## src/rtl/copier_memory_responder_pkg.sv

```systemverilog
// Shared encodings and widths for the copier memory responder and the masters that lock to its phase.
package copier_memory_responder_pkg;

    localparam int ADDRESS_BITS = 8;
    localparam int DATA_BITS    = 16;

    localparam logic RAM_READ  = 1'b0;
    localparam logic RAM_WRITE = 1'b1;

    typedef enum logic {
        PHASE_READ  = 1'b0,
        PHASE_WRITE = 1'b1
    } memPhase_t;

    function automatic logic isWrite(input logic readWriteMode);
        return readWriteMode == RAM_WRITE;
    endfunction

endpackage

```

## src/rtl/memory_cycle_phase.sv

```systemverilog
// Two-slot memory cycle sequencer: read slot then write slot; a disabled cycle
// always finishes its write slot and then parks in the read slot.
module memory_cycle_phase
    import copier_memory_responder_pkg::*;
(
    input  logic clk,
    input  logic reset,
    input  logic enable,
    output logic phase
);

    memPhase_t phaseReg;
    memPhase_t phaseNext;

    always_ff @(posedge clk or posedge reset) begin
        if (reset) begin
            phaseReg <= PHASE_READ;
        end else begin
            phaseReg <= phaseNext;
        end
    end

    always_comb begin
        phaseNext = phaseReg;
        case (phaseReg)
            PHASE_READ:  phaseNext = enable ? PHASE_WRITE : PHASE_READ;
            PHASE_WRITE: phaseNext = PHASE_READ;
            default:     phaseNext = PHASE_READ;
        endcase
    end

    always_comb begin
        phase = (phaseReg == PHASE_WRITE);
    end

endmodule

```

## src/rtl/copier_memory_responder.sv

```systemverilog
// Serves a read port and a write port from one single-port synchronous RAM by
// alternating read and write slots; also counts writes and flags read-port misuse.
module copier_memory_responder
    import copier_memory_responder_pkg::*;
#(
    parameter int addrBits  = ADDRESS_BITS,
    parameter int dataBits  = DATA_BITS,
    parameter int countBits = 16
) (
    input  logic                 clk,
    input  logic                 reset,
    input  logic                 enable,
    output logic                 phase,
    input  logic [addrBits-1:0]  readAddress,
    input  logic                 readReadWriteMode,
    output logic [dataBits-1:0]  readDataOut,
    input  logic [addrBits-1:0]  writeAddress,
    input  logic                 writeReadWriteMode,
    input  logic [dataBits-1:0]  writeDataIn,
    output logic [addrBits-1:0]  ramAddress,
    output logic                 ramWriteEnable,
    output logic [dataBits-1:0]  ramDataIn,
    input  logic [dataBits-1:0]  ramDataOut,
    output logic [countBits-1:0] writeCount,
    output logic                 protocolError
);

    localparam logic [countBits-1:0] COUNT_ONE = countBits'(1);

    logic                 commitWrite;
    logic [dataBits-1:0]  readDataReg;
    logic [countBits-1:0] writeCountReg;
    logic                 protocolErrorReg;

    memory_cycle_phase u_phase (
        .clk    (clk),
        .reset  (reset),
        .enable (enable),
        .phase  (phase)
    );

    // Write slot commits only when the write port asks; reset gates the strobe
    // immediately so a write caught mid-cycle never reaches the RAM.
    always_comb begin
        commitWrite    = phase & isWrite(writeReadWriteMode);
        ramWriteEnable = commitWrite & ~reset;
        ramAddress     = phase ? writeAddress : readAddress;
        ramDataIn      = writeDataIn;
    end

    // ramDataOut at the end of the write slot holds the word addressed in the read slot.
    always_ff @(posedge clk or posedge reset) begin
        if (reset) begin
            readDataReg <= '0;
        end else if (phase) begin
            readDataReg <= ramDataOut;
        end
    end

    always_ff @(posedge clk or posedge reset) begin
        if (reset) begin
            writeCountReg <= '0;
        end else if (commitWrite && !(&writeCountReg)) begin
            writeCountReg <= writeCountReg + COUNT_ONE;
        end
    end

    always_ff @(posedge clk or posedge reset) begin
        if (reset) begin
            protocolErrorReg <= 1'b0;
        end else if (!phase && enable && isWrite(readReadWriteMode)) begin
            protocolErrorReg <= 1'b1;
        end
    end

    assign readDataOut   = readDataReg;
    assign writeCount    = writeCountReg;
    assign protocolError = protocolErrorReg;

endmodule

```

## config.mk

```make
export PLATFORM = sky130hd
export DESIGN_NAME = copier_memory_responder
export DESIGN_NICKNAME = d
export VERILOG_FILES = /design/src/rtl/copier_memory_responder_pkg.sv /design/src/rtl/memory_cycle_phase.sv /design/src/rtl/copier_memory_responder.sv
export SDC_FILE = /design/constraint.sdc
export NUM_CORES = 1
export LEC_CHECK = 0
export BUFFER_PORTS_ARGS = -buffer_cell sky130_fd_sc_hd__buf_2
export CORE_MARGIN = 5
export CORE_UTILIZATION = 35
export CTS_BUF_LIST = sky130_fd_sc_hd__clkbuf_4
export DETAILED_ROUTE_END_ITERATION = 16
export GPL_TIMING_DRIVEN = 0
export HOLD_SLACK_MARGIN = 0.05
export PLACE_DENSITY_LB_ADDON = 0.08
export SYNTH_ARGS = -nofsm -noshare
export SYNTH_HDL_FRONTEND = slang
export SYNTH_SLANG_ARGS = --single-unit
export TNS_END_PERCENT = 30
```

## constraint.sdc

```tcl
create_clock -name clk -period 1.7 [get_ports clk]
set_input_delay 0.425 -clock clk [delete_from_list [all_inputs] [get_ports clk]]
set_output_delay 0.425 -clock clk [all_outputs]
set_load 0.005 [all_outputs]
```

======== After elaboration in Yosys (flattened, before gate mapping) ========
Cells that the tools add are included.
cells by class
  add/subtract/negate cells ............... 1
  mux-type cells .......................... 3
  bitwise gates (word level) .............. 4
  reductions and logical operators ........ 6
operators with widths
  cell                                           count
  adder 16 x 1 -> 16 bit, second input constant  1
  AND reduction 16 bit                           1
  2-to-1 mux 8 bit                               1
  logical AND 1 bit                              3
  bitwise AND 1 bit                              2
  logical NOT 1 bit                              2
  inverter 1 bit                                 2
  one-hot mux 1 bit (2 select lines)             1
  2-to-1 mux 1 bit                               1
storage, ports and cells
  register bits ........................... 34
  input bits .............................. 53

======== Depth between registers and ports, before layout ========
Gate-level depths: netlist (run 1).
  depth in word-level cells ............... 3
  mapped depth ............................ 5
  gate-level depth less buffers ........... 5

======== Hierarchy ========
Synthesis (run 1) repeated with hierarchy kept, for this count alone.
second synthesis, totals
  cell total of the unflattened synthesis .. 138
  area total of the unflattened synthesis .. 1705.4 um2
modules (own cells, without submodules)
  module                   times used  cells each  area an instance (um2)
  copier_memory_responder  1           135         1662.8
  memory_cycle_phase       1           3           42.5

======== Worst setup path before layout (run 1) ========
Ideal clock, no wire load.
  kind .................................... register to register
  start ................................... reg writeCountReg[0], in the netlist writeCount[0]
  end ..................................... reg writeCountReg[1], in the netlist writeCount[1]
  setup time .............................. 125 ps
  arrival time ............................ 1586 ps
  path slack .............................. -11 ps
  stages on the path, launching flop included .. 6
  path buffers ............................ 0
  cell sequence ........................... dfrtp_1 -> ha_1 -> nand4_2 -> nor4_4 -> nor2_2 -> mux2_4
on the way
  longest elaborated chain between the ends .. 3
ends and longest elaborated chain
  element                                                                         line                           RTL
  start: declaration                                                              copier_memory_responder.sv:32  logic [countBits-1:0] writeCountReg;
  start signal: assignment                                                        copier_memory_responder.sv:64  writeCountReg <= writeCountReg + COUNT_ONE;
  parallel branches: the longest is 3 deep, another holds adder 16 x 1 -> 16 bit  n/a
Parallel ways; which one is timed is not known.
A chain may end at the register's enable or synchronous reset.

======== Worst setup path after layout (run 1) ========
  start ................................... reg u_phase.phaseReg, in the netlist u_phase.phase
  end ..................................... out ramAddress[3]
on the way
  longest elaborated chain between the ends .. 1
ends and longest elaborated chain
  element                   line                           RTL
  start: declaration        memory_cycle_phase.sv:12       memPhase_t phaseReg;
  start signal: assignment  memory_cycle_phase.sv:19       phaseReg <= phaseNext;
  2-to-1 mux 8 bit          copier_memory_responder.sv:47  ramAddress = phase ? writeAddress : readAddress;
  end: declaration          copier_memory_responder.sv:20  output logic [addrBits-1:0] ramAddress,
Every way passes these cells.

==> reports/metrics.cfg, run 1 <==
[worst_setup_path]
slowest_stage=dfrtp_1
crit_family=flip-flops
crit_chain=buf_6 > buf_8 > mux2_4 > buf_6
end_kind=output pin
path_max_fanout=6
cpPeakStageDelay_ns=0.41
crit_type=register to output pin
path_buf_inv=3
cp-start-kind=register
cp.required_ns=1.27
worstPathArrival_ns=1.44
path_common_cell=buf_6

[timing]
setup_viol=10
fin_ws_ns=-0.165
finalCriticalPeriod_ns=1.86
slew_violations=0
max_freq_mhz=536
min_period_over_period_pct=110
grt_setup_unrepaired=true
tightest_slew_ns=0.700
worst_hold_slack_ns=0.192
skew_ns=0.0157
slew_headroom_pct=53.2
hold_viol=0

[cells_and_area]
diodes=0
final_common_cell=buf_2
synthToLayoutAreaGrowth_pct=48.1
finalNonFillerCells=303
nets=302
layout_common_cells=89 x buf_2, 34 x dfrtp_1, 25 x buf_4
drive_gt1_share_pct=65.1

[run_status]
status=finished, violations left
failed_checks=setup timing

[cts]
cts_sinks=34
clock_tree.root_cell=clkbuf_4
hold_buffers=0
clockBufferDepth=2
clk_pin_slew_ns=0.11
tritoncts=built
numCtsBuffers=5
h-tree-depth=2
clock_latency_ns=0.34

[placed_design]
gp_congestion=0.712
dpl.hpwl_um=3190
pre_cts_ws_ns=-0.250
io_buffers=95
placedCellCount=286

[job]
cap_violations=0

[yosys]
yosysUniqueCellTypes=28
syn_area_per_cell_um2=12.3
synth_cells=137
ys_seq_elements=34
yosysSeqAreaShare_pct=50.7
syn_area_um2=1680
syn-num-nets=191
yosysWarnings=0

[grt]
grt_max_degree=35
grt_pass1_vias=1406
grt_usage_pct=13.3
grt_overflow=0
grt_pass1_wl_um=6530
antenna_found_initial=0

[die]
start_util_pct=35.8
ios=112
rows=25
fp.dieH_um=79.3
coreArea_um2=4690
die-area_um2=6280
die-width_um=79.3

[detailed_routing]
dr.pass1.iters=3
drt_iter0_drc=16
drc=0
routed_wirelength_um=4220
viasPerCell=4.68
via_count=1419
ant_nets=0
avgRoutedWirePerCell_um=13.9

[pwr]
p_leak_nw=1.35
peakVddDrop_mv=0.544
power.density_nw_per_um2=917

[min_path]
hold_class=primary input to async pin

-- cell families (layout without fill, tap and decap cells) --
| family | Yosys count | in the layout | synth area share (%) |
|---|---|---|---|
| adders and majority gates | 1 | 1 | 0.745 |
| and+or+nand+nor | 39 | 39 | 14.7 |
| buffers and inverters | 20 | 132 | 8.12 |
| xor gates and xnor gates | 13 | 13 | 6.78 |
| AOI/OAI and AO/OA | 5 | 5 | 2.01 |
| DFF | 34 | 34 | 50.7 |
| muxes | 25 | 25 | 17.0 |
-- worst register-to-register path, delay by kind of cell (launching register included) --
family,cells,cell delay [ns]
mux,1,0.31
flops,1,0.44
simple gates,3,0.94
-- area by class of cell --
cell class	instances	area [µm²]
clock inverters	3	63.8
multi-input cells	83	722
clock buffers	5	37.5
repair buffers	104	581
fillers	426	2200
flip-flops and latches	34	851
inverters	1	3.75
plain buffers	19	161
well taps	54	67.6
-- cell usage after synthesis --
| library cell | count | area share [%] |
|---|---|---|
| o2111ai_1 | 1 | 0.52 |
| and4_1 | 3 | 1.6 |
| and3_1 | 1 | 0.37 |
| nor3b_1 | 2 | 0.89 |
| buf_1 | 2 | 0.45 |
| nand2_1 | 6 | 1.3 |
| and2_1 | 2 | 0.75 |
| a21o_1 | 1 | 0.45 |
| nor2_1 | 2 | 0.45 |
| buf_4 | 16 | 7.2 |
| nand3_1 | 5 | 1.5 |
| o21a_1 | 1 | 0.45 |
| ha_1 | 1 | 0.75 |
| buf_2 | 1 | 0.30 |
| dfrtp_1 | 34 | 51 |
| o21ai_0 | 2 | 0.60 |
| nor2_2 | 1 | 0.37 |
| nand4_2 | 2 | 1.5 |
| mux2_4 | 1 | 0.89 |
| mux2_2 | 24 | 16 |
| nor4_4 | 1 | 1.3 |
| xnor2_1 | 1 | 0.52 |
| nor2b_1 | 1 | 0.37 |
| nor4_1 | 3 | 1.1 |
| xor2_1 | 12 | 6.3 |
| nor3_1 | 7 | 2.1 |
| inv_1 | 1 | 0.22 |
| nand4_1 | 3 | 1.1 |
-- registers in the layout, summed over array words and instances (netlist names) --
register and count:
u_phase.phase 1, readDataOut 16, writeCount 16, protocolError 1
-- worst paths after layout --
check	from	to	slack, ns	cells after the start
setup / recovery	u_phase.phase	ramAddress[3]	-0.16	4
hold / removal	reset	protocolError	0.19	2
setup reg to reg	writeCount[13]	writeCount[1]	-0.08	4
hold reg to reg	protocolError	protocolError	0.46	1
max in group asynchronous	reset	writeCount[11]	1.04	2
min in group clk	readReadWriteMode	protocolError	0.28	2
-- where the power goes --
part	internal [mW]	switching [mW]
clock	0.453	0.269
sequential	0.921	0.110
combinational	0.330	0.197
total	1.70	0.576
-- layer usage --
layer / wire length (µm) / vias up / track usage (%)
li1: - / 692 / -
met4: 45 / 0 / 4.64
met3: 402 / 5 / 4.99
met5: 0 / - / 0
met2: 2040 / 67 / 22.3
met1: 1730 / 655 / 15.4
-- per-stage QoR --
| stage | utilization [%] | power (mW) | setup TNS [ns] | instance area [µm²] |
|---|---|---|---|---|
| after floorplan | - | 1.28 | 0 | 1680 |
| after global placement | 47.4 | 1.52 | -3.19 | 2220 |
| after detailed placement | 47.4 | 1.52 | -2.66 | 2220 |
| after CTS | 51.5 | 2.29 | -1.37 | 2420 |
| after global routing | 53.0 | 2.43 | -3.11 | 2490 |
| final | 53.0 | 2.28 | -1.35 | 2490 |
-- repair_timing --
action                     4_1_cts  5_1_grt
setup endpoints to repair       14       22
resized for setup               11       13
cloned                           0        0
buffers inserted                 8        1
Note: power is estimated with default switching activity, not from simulation.
==> run 2, diff against run 1 <==
- CTS_BUF_LIST: sky130_fd_sc_hd__clkbuf_4 -> sky130_fd_sc_hd__clkbuf_4 sky130_fd_sc_hd__clkbuf_8
- SKIP_CTS_REPAIR_TIMING: unset -> 1
==> run 2 against run 1 <==
Net effect:
- the flow still finishes with violations (setup timing)
- hold slack improved by 0.065 ns
- sequential power barely moved
- fmax rose by 3.6%
==> reports/metrics.cfg, run 2 (synthesized netlist as in run 1, its figures left out) <==
[run_status]
status=finished, violations left  ; unchanged
failed_checks=setup timing  ; unchanged

[die]
start_util_pct=35.8  ; unchanged
die-width_um=79.3  ; unchanged
ios=112  ; unchanged
rows=25  ; unchanged
coreArea_um2=4690  ; unchanged
die-area_um2=6280  ; unchanged
fp.dieH_um=79.3  ; unchanged

[detailed_routing]
drt_iter0_drc=23  ; was 16
wl_met2_um=2090  ; was 2040 µm
dr.pass1.iters=4  ; was 3
viasPerCell=4.69  ; was 4.68
via_count=1443  ; was 1419
avgRoutedWirePerCell_um=13.9  ; about the same
ant_nets=0  ; unchanged
routed_wirelength_um=4270  ; was 4220 µm
wl_met1_um=1720  ; was 1730 µm
wl_met3_um=411  ; was 402 µm
top_layer_used=met4  ; unchanged
drc=0  ; unchanged

[worst_setup_path]
cp-start-kind=register  ; unchanged
cpPeakStageDelay_ns=0.39  ; was 0.41 ns
path_max_fanout=8  ; was 6
cp.required_ns=1.27  ; about the same
crit_chain=buf_6 > buf_8 > mux2_4 > buf_6  ; unchanged
timing.critical_path.from=u_phase.phase  ; unchanged
slowest_stage=dfrtp_1  ; unchanged
path_common_cell=buf_6  ; unchanged
end_kind=output pin  ; unchanged
worstPathArrival_ns=1.37  ; was 1.44 ns
crit_type=register to output pin  ; unchanged
r2r-start=writeCount[13]  ; unchanged

[cts]
tritoncts=built  ; unchanged
clock_tree.root_cell=clkbuf_8  ; was clkbuf_4
clockBufferDepth=2  ; unchanged
clock_latency_ns=0.28  ; was 0.34 ns
h-tree-depth=2  ; unchanged
clk_pin_slew_ns=0.07  ; was 0.11 ns
numCtsBuffers=5  ; unchanged
cts_sinks=34  ; unchanged

[grt]
grt_usage_pct=12.8  ; was 13.3%
antenna_found_initial=0  ; unchanged
grt_max_degree=35  ; unchanged
grt_pass1_wl_um=6350  ; was 6530 µm
grt_pass1_vias=1355  ; was 1406
grt_overflow=0  ; unchanged

[timing]
setup_viol=10  ; unchanged
tightest_slew_ns=0.704  ; was 0.700 ns
max_freq_mhz=556  ; was 536 MHz
fin_ws_ns=-0.0988  ; was -0.165 ns
hold_viol=0  ; unchanged
slew_headroom_pct=53.0  ; was 53.2%
min_period_over_period_pct=106  ; was 110%
finalCriticalPeriod_ns=1.80  ; was 1.86 ns
slew_violations=0  ; unchanged
skew_ns=0.00586  ; was 0.0157 ns
grt_setup_unrepaired=true  ; unchanged

[job]
cap_violations=0  ; unchanged

[pwr]
peakVddDrop_mv=0.613  ; was 0.544 mV
p_leak_nw=1.39  ; was 1.35 nW
power.density_nw_per_um2=969  ; was 917 nW/µm²

[cells_and_area]
synthToLayoutAreaGrowth_pct=55.1  ; was 48.1%
diodes=0  ; unchanged
nets=307  ; was 302
layout_common_cells=88 x buf_2, 34 x dfrtp_1, 29 x buf_4  ; was 89 x buf_2, 34 x dfrtp_1, 25 x buf_4
n_fill_cell=405  ; was 426
final_common_cell=buf_2  ; unchanged
drive_gt1_share_pct=66.5  ; was 65.1%
finish.utilization_pct=55.5  ; was 53.0%
finalNonFillerCells=308  ; was 303

[placed_design]
dpl.hpwl_um=3190  ; unchanged
pre_cts_ws_ns=-0.250  ; unchanged
io_buffers=95  ; unchanged
gp_congestion=0.712  ; unchanged
placedCellCount=286  ; unchanged

[min_path]
hold_class=primary input to async pin  ; unchanged

[run 2: changes by cell type in the layout (fill, tap and decap cells not counted), moves of 2 or more]
cell | previous run | this run
clkbuf_8 | 0 | 6
clkbuf_4 | 5 | 0
buf_4 | 25 | 29
buf_6 | 7 | 9
[run 2: where the power goes]
group / switching, mW / internal, mW
Sequential: 0.130 / 0.922
Clock: 0.287 / 0.625
Combinational: 0.203 / 0.357
[run 2: cell type report]
class / instances / area, µm² / share of cell area (%)
Buffer: 19 / 161 / 6.20
Clock buffer: 6 / 82.6 / 3.17
Clock inverter: 2 / 60.1 / 2.31
Inverter: 1 / 3.75 / 0.144
Multi-Input combinational cell: 83 / 751 / 28.8
Sequential cell: 34 / 851 / 32.7
Tap cell: 54 / 67.6 / 2.59
Timing Repair Buffer: 109 / 628 / 24.1
[run 2: path summary, 6_finish.rpt]
kind                       depth (start not counted)              to  slack (ns)
setup / recovery                                   4   ramAddress[3]        -0.1
hold / removal                                     2   protocolError        0.26
setup reg to reg                                   5   writeCount[1]           0
hold reg to reg                                    1   protocolError        0.45
max in group asynchronous                          2  writeCount[11]        0.98
min in group clk                                   2   protocolError        0.34
[run 2: metal layers]
metal  global-route usage [%]  up-vias
li1                         -      703
met1                     15.2      669
met2                     21.5       66
met3                     4.65        5
met4                     4.12        0
met5                        0        -
[run 2: per-stage QoR]
| step | total power, mW | hold WS (ns) | area [µm²] | setup TNS, ns |
|---|---|---|---|---|
| after floorplan | 1.28 | 0.451 | 1680 | 0 |
| after global placement | 1.52 | 0.442 | 2220 | -3.19 |
| after detailed placement | 1.52 | 0.442 | 2220 | -2.66 |
| after CTS | 2.45 | 0.329 | 2360 | -4.93 |
| after global routing | 2.66 | 0.332 | 2610 | -1.30 |
| final | 2.52 | 0.257 | 2610 | -0.719 |
[run 2: critical path: cells and delay by family (launching register included)]
kind	cells	cell delay, ns
buffers and inverters	3	0.39
DFF	1	0.39
muxes	1	0.30
